`config.mk`:
```
export PLATFORM = sky130hd
export DESIGN_NAME = pipeline_hazard_ctrl
export DESIGN_NICKNAME = d
export VERILOG_FILES = /design/src/rtl/pipeline_hazard_ctrl.sv
export SDC_FILE = /design/constraint.sdc
export NUM_CORES = 1
export LEC_CHECK = 0
export ABC_AREA = 1
export CAP_MARGIN = 5
export CORE_MARGIN = 4
export CORE_UTILIZATION = 33
export DETAILED_ROUTE_END_ITERATION = 10
export PLACE_DENSITY = 0.68
export SLEW_MARGIN = 10
export SYNTH_ARGS = -nofsm -noshare
export SYNTH_HDL_FRONTEND = slang
export SYNTH_SLANG_ARGS = --single-unit
```
`constraint.sdc`:
```
create_clock -name clk -period 3.9 [get_ports clk]
set_input_delay 0.39 -clock clk [delete_from_list [all_inputs] [get_ports clk]]
set_output_delay 0.39 -clock clk [all_outputs]
set_load 0.05 [all_outputs]
```
`src/rtl/pipeline_hazard_ctrl.sv`:
```
// Pipeline hazard controller: load-use stalls, branch flushes and a multi-cycle
// MADDU hold, with saturating stall/flush event counters.
module pipeline_hazard_ctrl #(
    parameter int MUL_LAT = 4,
    parameter int CNT_W   = 16
) (
    input  logic             clk,
    input  logic             rst,
    input  logic [5:0]       id_opcode,
    input  logic [4:0]       id_rs,
    input  logic [4:0]       id_rt,
    input  logic             ex_memread,
    input  logic [4:0]       ex_rt,
    input  logic             ex_branch_taken,
    output logic             pc_en,
    output logic             ifid_en,
    output logic             ifid_flush,
    output logic             idex_flush,
    output logic             en_reg,
    output logic             mul_start,
    output logic             mul_busy,
    output logic [CNT_W-1:0] stall_cnt,
    output logic [CNT_W-1:0] flush_cnt
);
    localparam logic [5:0] OP_R     = 6'd0;
    localparam logic [5:0] OP_MADDU = 6'd28;
    localparam logic [5:0] OP_SW    = 6'd43;
    localparam logic [5:0] OP_BEQ   = 6'd4;
    localparam logic [3:0] MCNT_INIT = 4'(MUL_LAT - 1);

    typedef enum logic [1:0] {
        IDLE    = 2'd0,
        MUL     = 2'd1,
        RELEASE = 2'd2
    } state_t;

    state_t           state_r, state_nxt_s;
    logic [3:0]       mcnt_r, mcnt_nxt_s;
    logic [CNT_W-1:0] stall_cnt_r, flush_cnt_r;
    logic             id_uses_rt_s, load_use_s;

    // Decode which ID instructions actually read rt, then detect load-use.
    always_comb begin
        id_uses_rt_s = 1'b0;
        case (id_opcode)
            OP_R, OP_MADDU, OP_SW, OP_BEQ: id_uses_rt_s = 1'b1;
            default:                       id_uses_rt_s = 1'b0;
        endcase
        load_use_s = ex_memread && (ex_rt != 5'd0) &&
                     ((ex_rt == id_rs) || ((ex_rt == id_rt) && id_uses_rt_s));
    end

    // Next-state and combinational pipeline control, in priority order.
    always_comb begin
        state_nxt_s = state_r;
        mcnt_nxt_s  = mcnt_r;
        pc_en       = 1'b1;
        ifid_en     = 1'b1;
        ifid_flush  = 1'b0;
        idex_flush  = 1'b0;
        mul_start   = 1'b0;
        mul_busy    = 1'b0;
        if (rst) begin
            pc_en       = 1'b0;
            ifid_en     = 1'b0;
            ifid_flush  = 1'b1;
            idex_flush  = 1'b1;
            state_nxt_s = IDLE;
            mcnt_nxt_s  = 4'd0;
        end else if (ex_branch_taken) begin
            ifid_flush  = 1'b1;
            idex_flush  = 1'b1;
            mul_busy    = (state_r == MUL);
            state_nxt_s = IDLE;
            mcnt_nxt_s  = 4'd0;
        end else begin
            case (state_r)
                MUL: begin
                    pc_en      = 1'b0;
                    ifid_en    = 1'b0;
                    idex_flush = 1'b1;
                    mul_busy   = 1'b1;
                    mcnt_nxt_s = mcnt_r - 4'd1;
                    if (mcnt_r == 4'd1) begin
                        state_nxt_s = RELEASE;
                    end else begin
                        state_nxt_s = MUL;
                    end
                end
                // ID still holds the MADDU whose operands were already checked.
                RELEASE: begin
                    state_nxt_s = IDLE;
                end
                IDLE: begin
                    if (load_use_s) begin
                        pc_en      = 1'b0;
                        ifid_en    = 1'b0;
                        idex_flush = 1'b1;
                    end else if (id_opcode == OP_MADDU) begin
                        pc_en       = 1'b0;
                        ifid_en     = 1'b0;
                        idex_flush  = 1'b1;
                        mul_start   = 1'b1;
                        mul_busy    = 1'b1;
                        mcnt_nxt_s  = MCNT_INIT;
                        state_nxt_s = MUL;
                    end else begin
                        state_nxt_s = IDLE;
                    end
                end
                default: begin
                    state_nxt_s = IDLE;
                    mcnt_nxt_s  = 4'd0;
                end
            endcase
        end
    end

    assign en_reg    = !idex_flush;
    assign stall_cnt = stall_cnt_r;
    assign flush_cnt = flush_cnt_r;

    // State, multiplier countdown and saturating event counters.
    always_ff @(posedge clk) begin
        if (rst) begin
            state_r     <= IDLE;
            mcnt_r      <= 4'd0;
            stall_cnt_r <= '0;
            flush_cnt_r <= '0;
        end else begin
            state_r <= state_nxt_s;
            mcnt_r  <= mcnt_nxt_s;
            if (!pc_en && (stall_cnt_r != {CNT_W{1'b1}})) begin
                stall_cnt_r <= stall_cnt_r + CNT_W'(1);
            end else begin
                stall_cnt_r <= stall_cnt_r;
            end
            if (ifid_flush && (flush_cnt_r != {CNT_W{1'b1}})) begin
                flush_cnt_r <= flush_cnt_r + CNT_W'(1);
            end else begin
                flush_cnt_r <= flush_cnt_r;
            end
        end
    end
endmodule

```
== Yosys cells after proc, flatten, opt, wreduce, memory -nomap -nowiden ==
Index checks and enable logic that the tools add are counted.

* Bits in registers: 38
* Latch bits: 0
* RAM bits: 0
* Memory bits (read-only): 0
* Bits of input ports: 25
* Word-level logic and storage cells: 61
* Memories kept: 0

* $add $sub $neg: 3
* $mul: 0
* Div/mod/pow operators: 0
* Magnitude comparators: 0
* Equality and inequality tests: 12
* Shifts and indexed selects: 0
* Muxes and demuxes: 27
* Bitwise operators: 1
* Reductions and logical operators: 14

{| class="wikitable"
|+ Operators with widths
! cell !! count
|-
| $add 16x1->16 const B || 2
|-
| $ne 16x16->1 const B || 2
|-
| $mux 1 || 18
|-
| $pmux 4 s3 || 1
|-
| $eq 5x5->1 || 2
|-
| $mux 4 || 2
|-
| $eq 6x3->1 const B || 1
|-
| $eq 6x5->1 const B || 1
|-
| $eq 6x6->1 const B || 1
|-
| $logic_not 6->1 || 1
|-
| $pmux 1 s2 || 3
|-
| $logic_and 1x1->1 || 5
|-
| $reduce_bool 5->1 || 1
|-
| $eq 4x1->1 const B || 1
|-
| $mux 2 || 2
|-
| $ne 2x2->1 const B || 2
|-
| $pmux 2 s2 || 1
|-
| $reduce_or 4->1 || 1
|-
| $sub 4x1->4 const B || 1
|-
| $reduce_and 3->1 || 1
|-
| $eq 2x1->1 const B || 1
|-
| $eq 2x2->1 const B || 1
|-
| $logic_not 1->1 || 2
|-
| $logic_not 2->1 || 1
|-
| 3 further kinds || 3
|}

== Logic depth before layout (Yosys ltp) ==
Gate-level depths: netlist (run 1).

* Depth in word-level cells: 12
* Mapped depth: 15
* Depth with buffers taken out: 14

== Least setup slack after synthesis (run 1) ==
Ideal clock, no wire load.

* Kind: register to output
* Start point: register state_r[0]
* End point: output mul_busy
* Arrival time: 1.893 ns
* Path slack: 1.617 ns
* Cell stages (with the launch flop): 6
* Path through: dfxtp_1 clkbuf_1 inv_1 nor2_1 inv_1 o21ai_0

* Cells in the longest elaborated chain, start to end: 4
* Elaborated cells on any way between the ends: 5
* Classes of those cells: eq/ne: 1; mux: 3; reduce/logical: 1

{| class="wikitable"
|+ RTL lines
! element !! line !! text
|-
| start, declared || 37 || <nowiki>state_t state_r, state_nxt_s;</nowiki>
|-
| start signal, assigned || 131 || <nowiki>state_r <= state_nxt_s;</nowiki>
|-
| $eq 2x1->1 or $logic_not 2->1 (tied branches) || 73, 77 ||
|-
| $pmux 1 s2 || 77 || <nowiki>case (state_r)</nowiki>
|-
| $mux 1 * || 70 || <nowiki>end else if (ex_branch_taken) begin</nowiki>
|-
| $mux 1 * || 63 || <nowiki>if (rst) begin</nowiki>
|-
| end, declared || 21 || <nowiki>output logic mul_busy,</nowiki>
|}

Every way passes the cells marked *; elsewhere a longest branch is shown, timed or not.

== Final worst setup path (run 1) ==
* Start point: input ex_rt[3]
* End point: output ifid_en

* Cells in the longest elaborated chain, start to end: 8
* Elaborated cells on any way between the ends: 11
* Classes of those cells: eq/ne: 2; mux: 4; reduce/logical: 5

{| class="wikitable"
|+ RTL lines
! element !! line !! text
|-
| start, declared || 13 || <nowiki>input logic [4:0] ex_rt,</nowiki>
|-
| $eq 5x5->1 || 50 || <nowiki>((ex_rt == id_rs) || ((ex_rt == id_rt) && id_uses_rt_s));</nowiki>
|-
| $logic_and 1x1->1 || 50 ||
|-
| $logic_or 1x1->1 || 50 ||
|-
| $logic_and 1x1->1 * || 49 || <nowiki>load_use_s = ex_memread && (ex_rt != 5'd0) &&</nowiki>
|-
| $mux 1 * || 95 || <nowiki>if (load_use_s) begin</nowiki>
|-
| $pmux 1 s2 * || 77 ||
|-
| $mux 1 * || 70 ||
|-
| $mux 1 * || 63 ||
|-
| end, declared || 16 || <nowiki>output logic ifid_en,</nowiki>
|}

Marks and branches as above.

==> out/metrics.csv, run 1 <==
metric;value;unit
cp_top_family;buffers and inverters;
num_vias;2322;
post-route-period-util;74.32;%
dieHeight;91.80;um
required;3.51;ns
drt-initial-drc-count;85;
cp-start-kind;input pin;
synth-edff-count;0;
yosysMostFrequentCell;nand2_1;
syn_avg_cell_area;6.917;sq um
crit_start;ex_rt[3];
yosys.area.top_type;dfxtp_1;
clk_path_buf_depth;2;
crit_path_cell_trace;clkdlybuf4s50_1, nor2_1, nand2_1, o31ai_1, inv_1, nand2_2, nand2_2, nand2_2, nand2_2, inv_1, clkdlybuf4s50_1;
synth_ff_type;dfxtp_1;
initial_core_util;34.11;%
async_reset_ff_share;0;%
dp_hpwl;4388;um
wire_per_inst;11.26;um
hold_violations;0;
dieArea;8426;sq um
grt_usage;13.20;%
status;finished clean;
cpMostUsedCell;nand2_2;
htreeDepth;2;
cts_buffers;5;
p_leak;1.179;nW
io_buffers;63;
area_growth;35.26;%
cts_resized;0;
hold_start;flush_cnt[15];
worst_pin_slew;0.5360;ns
syn-num-nets;364;
post-route-min-period;2.898;ns
yosys_warnings;0;
setup-violations-final;0;
synth_cell_types;41;
max_cap_viol_count;0;
routed_wl;5594;um
antennaDiodeCount;0;
dpl_cell_area;3043;sq um
first_global_vias;2145;
synthTopCellsByCount;nand2_1 (64), inv_1 (42), dfxtp_1 (38);
worstPathMaxFanout;5;
drc_errors;0;
gp_congestion;0.8031;
syn_area;2317;sq um
power_density;255.8;nW/um^2
finalNetCount;429;
r2r-start;stall_cnt[0];
drive_gt1_share;9.726;%
final.setup_skew;0.004050;ns
seq_area_frac_synth;32.83;%
rsz0062_at_grt;false;
ctsRootBufferMaster;clkbuf_8;
layout_setup_ws;1.002;ns
cts_tree;done;
antenna_left;0;
postLayoutCellArea;3134;sq um
antenna_found_initial;0;
cts_setup_buffers;0;
final_util;46.13;%
io_pins;64;
synth_top_area_share;32.83;%
core_area;6794;sq um
grt_pass1_wl;9397;um
routed_via_density;4.672;
clk_latency;0.28;ns
slew_headroom;64.16;%
critPathKind;input pin to output pin;
rows;30;
slowest_delay;0.80;ns
gr-total-overflow;0;
clock-sinks;38;
die_x;91.80;um
drv_slew;0;
cp_slowest_cell;clkdlybuf4s50_1;
timing.hold.worst.class;flip-flop to flip-flop;
netlist_top_cells_area;dfxtp_1 (33%), nand2_1 (10%), inv_1 (6.8%);
clk_pin_slew_worst_paths;0.07;ns
ys_seq_elements;38;
detail_route.first_pass.iterations;4;
fmax;345.0;MHz
synth_cells;335;
setup_tns;0;ns
critical_path_arrival;2.51;ns
crit_buf_inv;4;
postCtsHoldBufs;0;
grt_max_degree;21;
cp-end-kind;output pin;
peakVddDrop;0.0001844;V
post-place-ws;0.9896;ns
## report_power, final
| part | leakage, nW | switching (mW) | internal (mW) |
|---|---|---|---|
| Sequential | 0.307 | 0.00594 | 0.393 |
| Clock | 0.0482 | 0.132 | 0.143 |
| Combinational | 0.823 | 0.0735 | 0.0550 |
## final timing paths
| check | to | slack, ns | cells past startpoint |
|---|---|---|---|
| max reg2reg | stall_cnt[13] | 1.95 | 12 |
| max | ifid_en | 1.00 | 11 |
| min | flush_cnt[15] | 0.48 | 2 |
| min reg2reg | flush_cnt[15] | 0.48 | 2 |
## stage by stage
step	hold WS [ns]	power, mW	std cells
global placement	0.4651	0.5350	489
finish	0.4829	0.8019	497
detailed placement	0.4775	0.5370	489
global route	0.5188	0.8372	497
CTS	0.4881	0.8137	497
floorplan	0.4546	0.4823	335
## cell usage in the layout (no fill, tap or decap), drive strengths merged
master	n
buf	3
nor3b	3
nand2	75
ha	4
o21bai	1
clkdlybuf4s50	63
nor4	1
or4	1
o21a	1
nor3	14
o22ai	2
xnor2	6
a21oi	27
clkinv	2
clkbuf	7
a21boi	2
nand3	30
o311ai	1
inv	46
dfxtp	38
o31ai	2
or2	1
o21ai	12
a31oi	1
nor2	38
xor2	10
nand3b	2
nand4	8
## routing by layer
metal | wire length [um] | global-route usage (%) | vias up | part of all wire [%]
met5 | 0 | 0 | - | 0
met4 | 15 | 2.599 | 0 | 0.27
met3 | 214 | 2.953 | 2 | 3.8
met2 | 2735 | 22.95 | 39 | 49
met1 | 2628 | 16.77 | 1060 | 47
li1 | - | - | 1221 | -
## state kept, by name (all words and copies together) (netlist names)
signal	count
mcnt_r	4
stall_cnt	16
flush_cnt	16
state_r	2
## kinds of logic (layout without fill, tap and decap cells)
kind of cell | count (synthesis) | after routing | share of synthesized area (%)
buffers and inverters | 55 | 121 | 9.665
DFF | 38 | 38 | 32.83
xor gates and xnor gates | 16 | 16 | 6.047
adders and majority gates | 4 | 4 | 2.160
and+or+nand+nor | 173 | 173 | 37.74
AOI/OAI and AO/OA | 49 | 49 | 11.56
## worst register-to-register path, cell delays in order (launching register included)
cell,delay [ns]
dfxtp_1,0.41
ha_1,0.24
nand2_2,0.10
nor3_4,0.24
nand2_2,0.11
nor2_4,0.14
nand2_4,0.17
nand2_2,0.11
inv_2,0.04
nand2_2,0.06
nor3_2,0.05
a21oi_1,0.13
nor2_1,0.06
## layout make-up
cell class / count / area [sq um]
flip-flops and latches: 38 / 760.7
clock buffers: 7 / 86.33
fillers: 708 / 3660
well taps: 96 / 120.1
multi-input cells: 242 / 1333
clock inverters: 1 / 5.005
repair buffers: 66 / 653.1
inverters: 47 / 176.4
Note: power is estimated with default switching activity, not from simulation.
==> run 2, diff against run 1 <==
Settings changed: PLACE_DENSITY 0.68 to 0.7.
Clock period 3.9 ns to 2.5 ns, I/O delays scaled along.
==> run 2 against run 1 <==
Worst hold slack lost 0.0050 ns. Cell area rose by 3.9%. Non-clock buffer count unchanged. Die area stayed put. First-iteration DRC count up 41%. Utilization up 1.8 points. Sequential share of layout area down 0.90 points. Worst setup slack lost 0.75 ns. Global-route usage up 0.42 points. Combinational power rose by 66%. Clock power rose by 140%. Critical path type unchanged. Critical endpoint unchanged.
==> out/metrics.csv, run 2 (synthesized netlist as in run 1, its figures left out) <==
metric;value;unit;change
status;finished clean;;
fmax;443.8;MHz;
cts_tree;done;;
num_vias;2337;;+0.65%
r2r-start;stall_cnt[0];;
holdPathEnd;flush_cnt[15];;
clk_latency;0.29;ns;about the same
critPathKind;input pin to output pin;;
post-route-min-period;2.253;ns;
grt_pass1_wl;9542;um;+1.5%
htreeDepth;2;;unchanged
antennaDiodeCount;0;;unchanged
final_cells;497;;unchanged
dp_hpwl;4487;um;+2.2%
core_area;6794;sq um;unchanged
worst_pin_slew;0.5373;ns;+0.001319 ns
drt-initial-drc-count;120;;+41%
area_growth;40.50;%;
gr-total-overflow;0;;unchanged
cpMostUsedCell;nand2_2;;
finalNetCount;429;;unchanged
holdWs;0.4779;ns;-0.005048 ns
power_density;457.5;nW/um^2;+79%
wire_per_inst;11.41;um;+1.3%
clk_path_buf_depth;2;;unchanged
rsz0062_at_grt;false;;
grt_max_degree;21;;unchanged
hold_start;flush_cnt[15];;
die_x;91.80;um;unchanged
postCtsHoldBufs;0;;unchanged
peakVddDrop;0.0002743;V;+49%
cts_buffers;5;;unchanged
gp_congestion;0.8286;;+3.2%
cts_setup_buffers;0;;unchanged
worstPathMaxFanout;10;;+5
whs_path_depth;2;;unchanged
rows;30;;unchanged
crit_buf_inv;4;;unchanged
hold_violations;0;;unchanged
setup-violations-final;0;;unchanged
reg2reg_setup_slack;0.55;ns;-1.40 ns
drc_errors;0;;unchanged
cp-end-kind;output pin;;
initial_core_util;34.11;%;unchanged
crit_path_cell_trace;clkdlybuf4s50_1, nor2_1, nand2_1, o31ai_1, inv_1, nand2_2, nand2_2, nand2_2, nand2_2, inv_1, buf_12;;
io_pins;64;;unchanged
cp_top_family;buffers and inverters;;
final.setup_skew;0.004307;ns;+0.0002578 ns
r2r_end;stall_cnt[13];;
cts_resized;0;;unchanged
clock-sinks;38;;unchanged
clk_pin_slew_worst_paths;0.07;ns;about the same
antenna_found_initial;0;;unchanged
routed_wl;5669;um;+1.3%
routed_via_density;4.702;;+0.65%
dp.cells;489;;unchanged
max_cap_viol_count;0;;unchanged
dieArea;8426;sq um;unchanged
cp_slowest_cell;clkdlybuf4s50_1;;
reg2reg_depth;12;;unchanged
dieHeight;91.80;um;unchanged
final_cell_mix;nand2_1 (64), clkdlybuf4s50_1 (56), inv_1 (42);;
p_total;1.489;mW;+86%
detail_route.first_pass.iterations;4;;unchanged
fill_cells;668;;-5.6%
setup_tns;0;ns;unchanged
grt_usage;13.62;%;+0.42 points
ctsRootBufferMaster;clkbuf_8;;
first_global_vias;2130;;-0.70%
critical_path_arrival;2.00;ns;-0.51 ns
timing.hold.worst.class;flip-flop to flip-flop;;
antenna_left;0;;unchanged
slowest_delay;0.47;ns;-0.33 ns
p_leak;1.239;nW;+5.1%
cp-start-kind;input pin;;
drive_gt1_share;11.72;%;+2.0 points
drv_slew;0;;unchanged
required;2.25;ns;-1.26 ns
post-route-period-util;90.13;%;
mostFrequentLayoutCell;nand2_1;;
slew_headroom;64.07;%;-0.088 points
io_buffers;63;;unchanged
run 2: layout make-up:
type / count / area (sq um) / area share, %
multi-input cells: 242 / 1333 / 40.93
flip-flops and latches: 38 / 760.7 / 23.37
repair buffers: 66 / 723.2 / 22.21
inverters: 47 / 176.4 / 5.419
well taps: 96 / 120.1 / 3.689
clock buffers: 6 / 82.58 / 2.537
clock inverters: 2 / 60.06 / 1.845
run 2: per-layer routing:
| metal | global-route usage (%) | routed length [um] |
|---|---|---|
| met2 | 22.15 | 2670 |
| met3 | 4.020 | 293 |
| met5 | 0 | 0 |
| met1 | 17.84 | 2663 |
| met4 | 2.970 | 42 |
run 2: per-stage QoR:
stage | util, % | setup WS (ns) | cell area, sq um
final | 47.92 | 0.2467 | 3256
after global routing | 47.92 | 0.05917 | 3256
after CTS | 47.92 | 0.2384 | 3256
after detailed placement | 45.82 | 0.2352 | 3113
after global placement | 45.82 | 0.2739 | 3113
after floorplan | - | 0.3574 | 2317
run 2: tightest hold or removal path, stage by stage, from the launching register on:
cell and delay, ns:
dfxtp_1 0.31, inv_1 0.07, a21oi_1 0.06
run 2: worst max-delay path by stage:
stage | start | end | cells after the start
2_1_floorplan | state_r[0] | mul_busy | 5
3_3_place_gp | id_opcode[2] | stall_cnt[5] | 15
3_5_place_dp | id_opcode[1] | stall_cnt[5] | 14
4_1_cts | id_opcode[2] | ifid_en | 13
5_1_grt | id_opcode[2] | ifid_en | 13
6_report | ex_rt[2] | ifid_en | 11
run 2: where the power goes:
part | switching, mW | internal (mW)
combinational | 0.118 | 0.0960
clock | 0.228 | 0.426
sequential | 0.00920 | 0.613
==> run 3, diff against run 2 <==
==> constraint.sdc (replaced) <==
create_clock -name clk -period 2.5 [get_ports clk]
set_input_delay 0.25 -clock clk [delete_from_list [all_inputs] [get_ports clk]]
set_output_delay 0.25 -clock clk [all_outputs]
set_load 0.01 [all_outputs]
==> run 3 against run 2 <==
Cell area down 2.3%. Non-clock buffer count up 1. Worst hold slack worse by 0.0079 ns. Register-to-register slack worse by 0.03 ns. Combinational power down 23%. First-iteration DRC count down 33%. Sequential share of layout area up 0.56 points. Critical endpoint is now mul_start.
==> out/metrics.csv, run 3 (synthesized netlist as in run 1, its figures left out) <==
metric;value;unit;change
status;finished clean;;
finalNetCount;430;;+0.23%
r2r_end;stall_cnt[13];;
drt-initial-drc-count;81;;-33%
gp_congestion;0.7881;;-4.9%
post-route-period-util;92.61;%;+2.5 points
final.setup_skew;0.004699;ns;+0.0003920 ns
power_density;411.3;nW/um^2;-10%
dieHeight;91.80;um;unchanged
grt_usage;14.01;%;+0.39 points
final_cells;498;;+0.20%
grt_max_degree;21;;unchanged
rows;30;;unchanged
final_util;46.80;%;-1.1 points
critPathKind;input pin to output pin;;
cts_buffers;5;;unchanged
hold_start;flush_cnt[15];;
mostFrequentLayoutCell;nand2_1;;
io_pins;64;;unchanged
timing.hold.worst.class;flip-flop to flip-flop;;
swShare;24.11;%;+0.28 points
cp_slowest_cell;clkdlybuf4s50_1;;
holdPathEnd;flush_cnt[15];;
slowest_delay;0.55;ns;+0.08 ns
hold_violations;0;;unchanged
comb_power_share;12.5;%;-1.9 points
clk_latency;0.30;ns;about the same
grt_pass1_wl;9777;um;+2.5%
first_global_vias;2191;;+2.9%
routed_wl;5777;um;+1.9%
drc_errors;0;;unchanged
gr-total-overflow;0;;unchanged
dieArea;8426;sq um;unchanged
whs_path_depth;2;;unchanged
max_cap_viol_count;0;;unchanged
drv_slew;0;;unchanged
clock-sinks;38;;unchanged
crit_buf_inv;3;;-1
antennaDiodeCount;0;;unchanged
pwr-share-seq;47.6;%;+5.8 points
drive_gt1_share;10.45;%;-1.3 points
critical_path_arrival;2.07;ns;+0.07 ns
dp.cells;490;;+0.20%
io_buffers;63;;unchanged
setup_tns;0;ns;unchanged
cp_top_family;buffers and inverters;;
routed_via_density;4.633;;-1.5%
required;2.25;ns;about the same
wire_per_inst;11.60;um;+1.7%
post-route-min-period;2.315;ns;+0.06206 ns
peakVddDrop;0.0002457;V;-10%
r2r-start;stall_cnt[0];;
antenna_left;0;;unchanged
reg2reg_setup_slack;0.52;ns;-0.03 ns
area_growth;37.20;%;
ctsRootBufferMaster;clkbuf_8;;
setup-violations-final;0;;unchanged
slew_headroom;74.54;%;+10 points
final_cell_mix;nand2_1 (64), clkdlybuf4s50_1 (57), inv_1 (42);;
crit_path_cell_trace;clkdlybuf4s50_1, nor2_1, nand2_1, o31ai_2, inv_1, nand2_2, nand4_1, nor2_1, clkdlybuf4s50_1;;
p_leak;1.259;nW;+1.6%
reg2reg_depth;12;;unchanged
clk_pin_slew_worst_paths;0.07;ns;about the same
initial_core_util;34.11;%;unchanged
core_area;6794;sq um;unchanged
num_vias;2307;;-1.3%
cp-start-kind;input pin;;
worstPathMaxFanout;4;;-6
cp-end-kind;output pin;;
clk_path_buf_depth;2;;unchanged
worst_pin_slew;0.3801;ns;-0.1572 ns
cts_tree;done;;
fmax;431.9;MHz;-2.7%
detail_route.first_pass.iterations;4;;unchanged
cts_setup_buffers;0;;unchanged
power_frac_clock;39.9;%;-4.0 points
p_int;992.4;uW;-13%
switching_power;315.3;uW;-11%
dp_hpwl;4349;um;-3.1%
die_x;91.80;um;unchanged
htreeDepth;2;;unchanged
antenna_found_initial;0;;unchanged
rsz0062_at_grt;false;;
-- run 3: cell types whose count changed in the layout (fill, tap and decap cells not counted), sizes merged --
cell	delta
clkbuf	-1
buf	-6
dlymetal6s2s	+6
clkdlybuf4s50	+1
clkinv	+2
bufinv	-1
-- run 3: how the worst max path moves through the flow --
stage	from	endpoint	slack, ns	cells past startpoint
after global placement	ex_rt[2]	ifid_en	0.16	11
final	ex_rt[2]	mul_start	0.18	9
after CTS	ex_rt[2]	ifid_en	0.10	11
after detailed placement	ex_rt[2]	ifid_en	0.10	11
after floorplan	stall_cnt[0]	stall_cnt[0]	0.77	9
after global routing	ex_rt[2]	mul_start	0.04	9
-- run 3: layout make-up --
| type | instances | area, sq um |
|---|---|---|
| clock inverter | 3 | 40.04 |
| multi-input combinational | 242 | 1338 |
| inverter | 47 | 176.4 |
| clock buffer | 5 | 68.82 |
| fill | 680 | 3615 |
| tap | 96 | 120.1 |
| timing repair buffer | 67 | 675.6 |
| sequential | 38 | 760.7 |
-- run 3: power groups by stage --
stage / logic [mW] / clock network, mW / registers (mW)
global placement: 0.162 / 0 / 0.636
detailed placement: 0.165 / 0 / 0.636
floorplan: 0.0776 / 0 / 0.638
global route: 0.181 / 0.563 / 0.624
CTS: 0.166 / 0.540 / 0.622
finish: 0.164 / 0.522 / 0.622
-- run 3: worst min-delay path, stage by stage (launching register included) --
cell and delay (ns):
dfxtp_1 0.31, inv_1 0.06, a21oi_1 0.06
-- run 3: metal layers --
metal,part of all wire (%),track usage [%]
met1,46,17.53
met2,49,23.80
met3,4.2,3.610
met4,0.88,3.837
met5,0,0
-- run 3: per-stage QoR --
step	cell area (sq um)	total power [mW]	hold slack [ns]	setup WS [ns]
2_1_floorplan	2317	0.7155	0.3261	0.7653
3_3_place_gp	3050	0.7979	0.4663	0.1553
3_5_place_dp	3050	0.8011	0.4601	0.1045
4_1_cts	3159	1.328	0.4719	0.1010
5_1_grt	3179	1.368	0.5035	0.04071
6_report	3179	1.308	0.4700	0.1846
-- run 3: what timing repair did --
action | CTS | global route
endpoints found under the setup margin | 0 | 6
gates resized for setup | 0 | 7
hold buffers | 0 | 0
hold endpoints to repair | 0 | 0
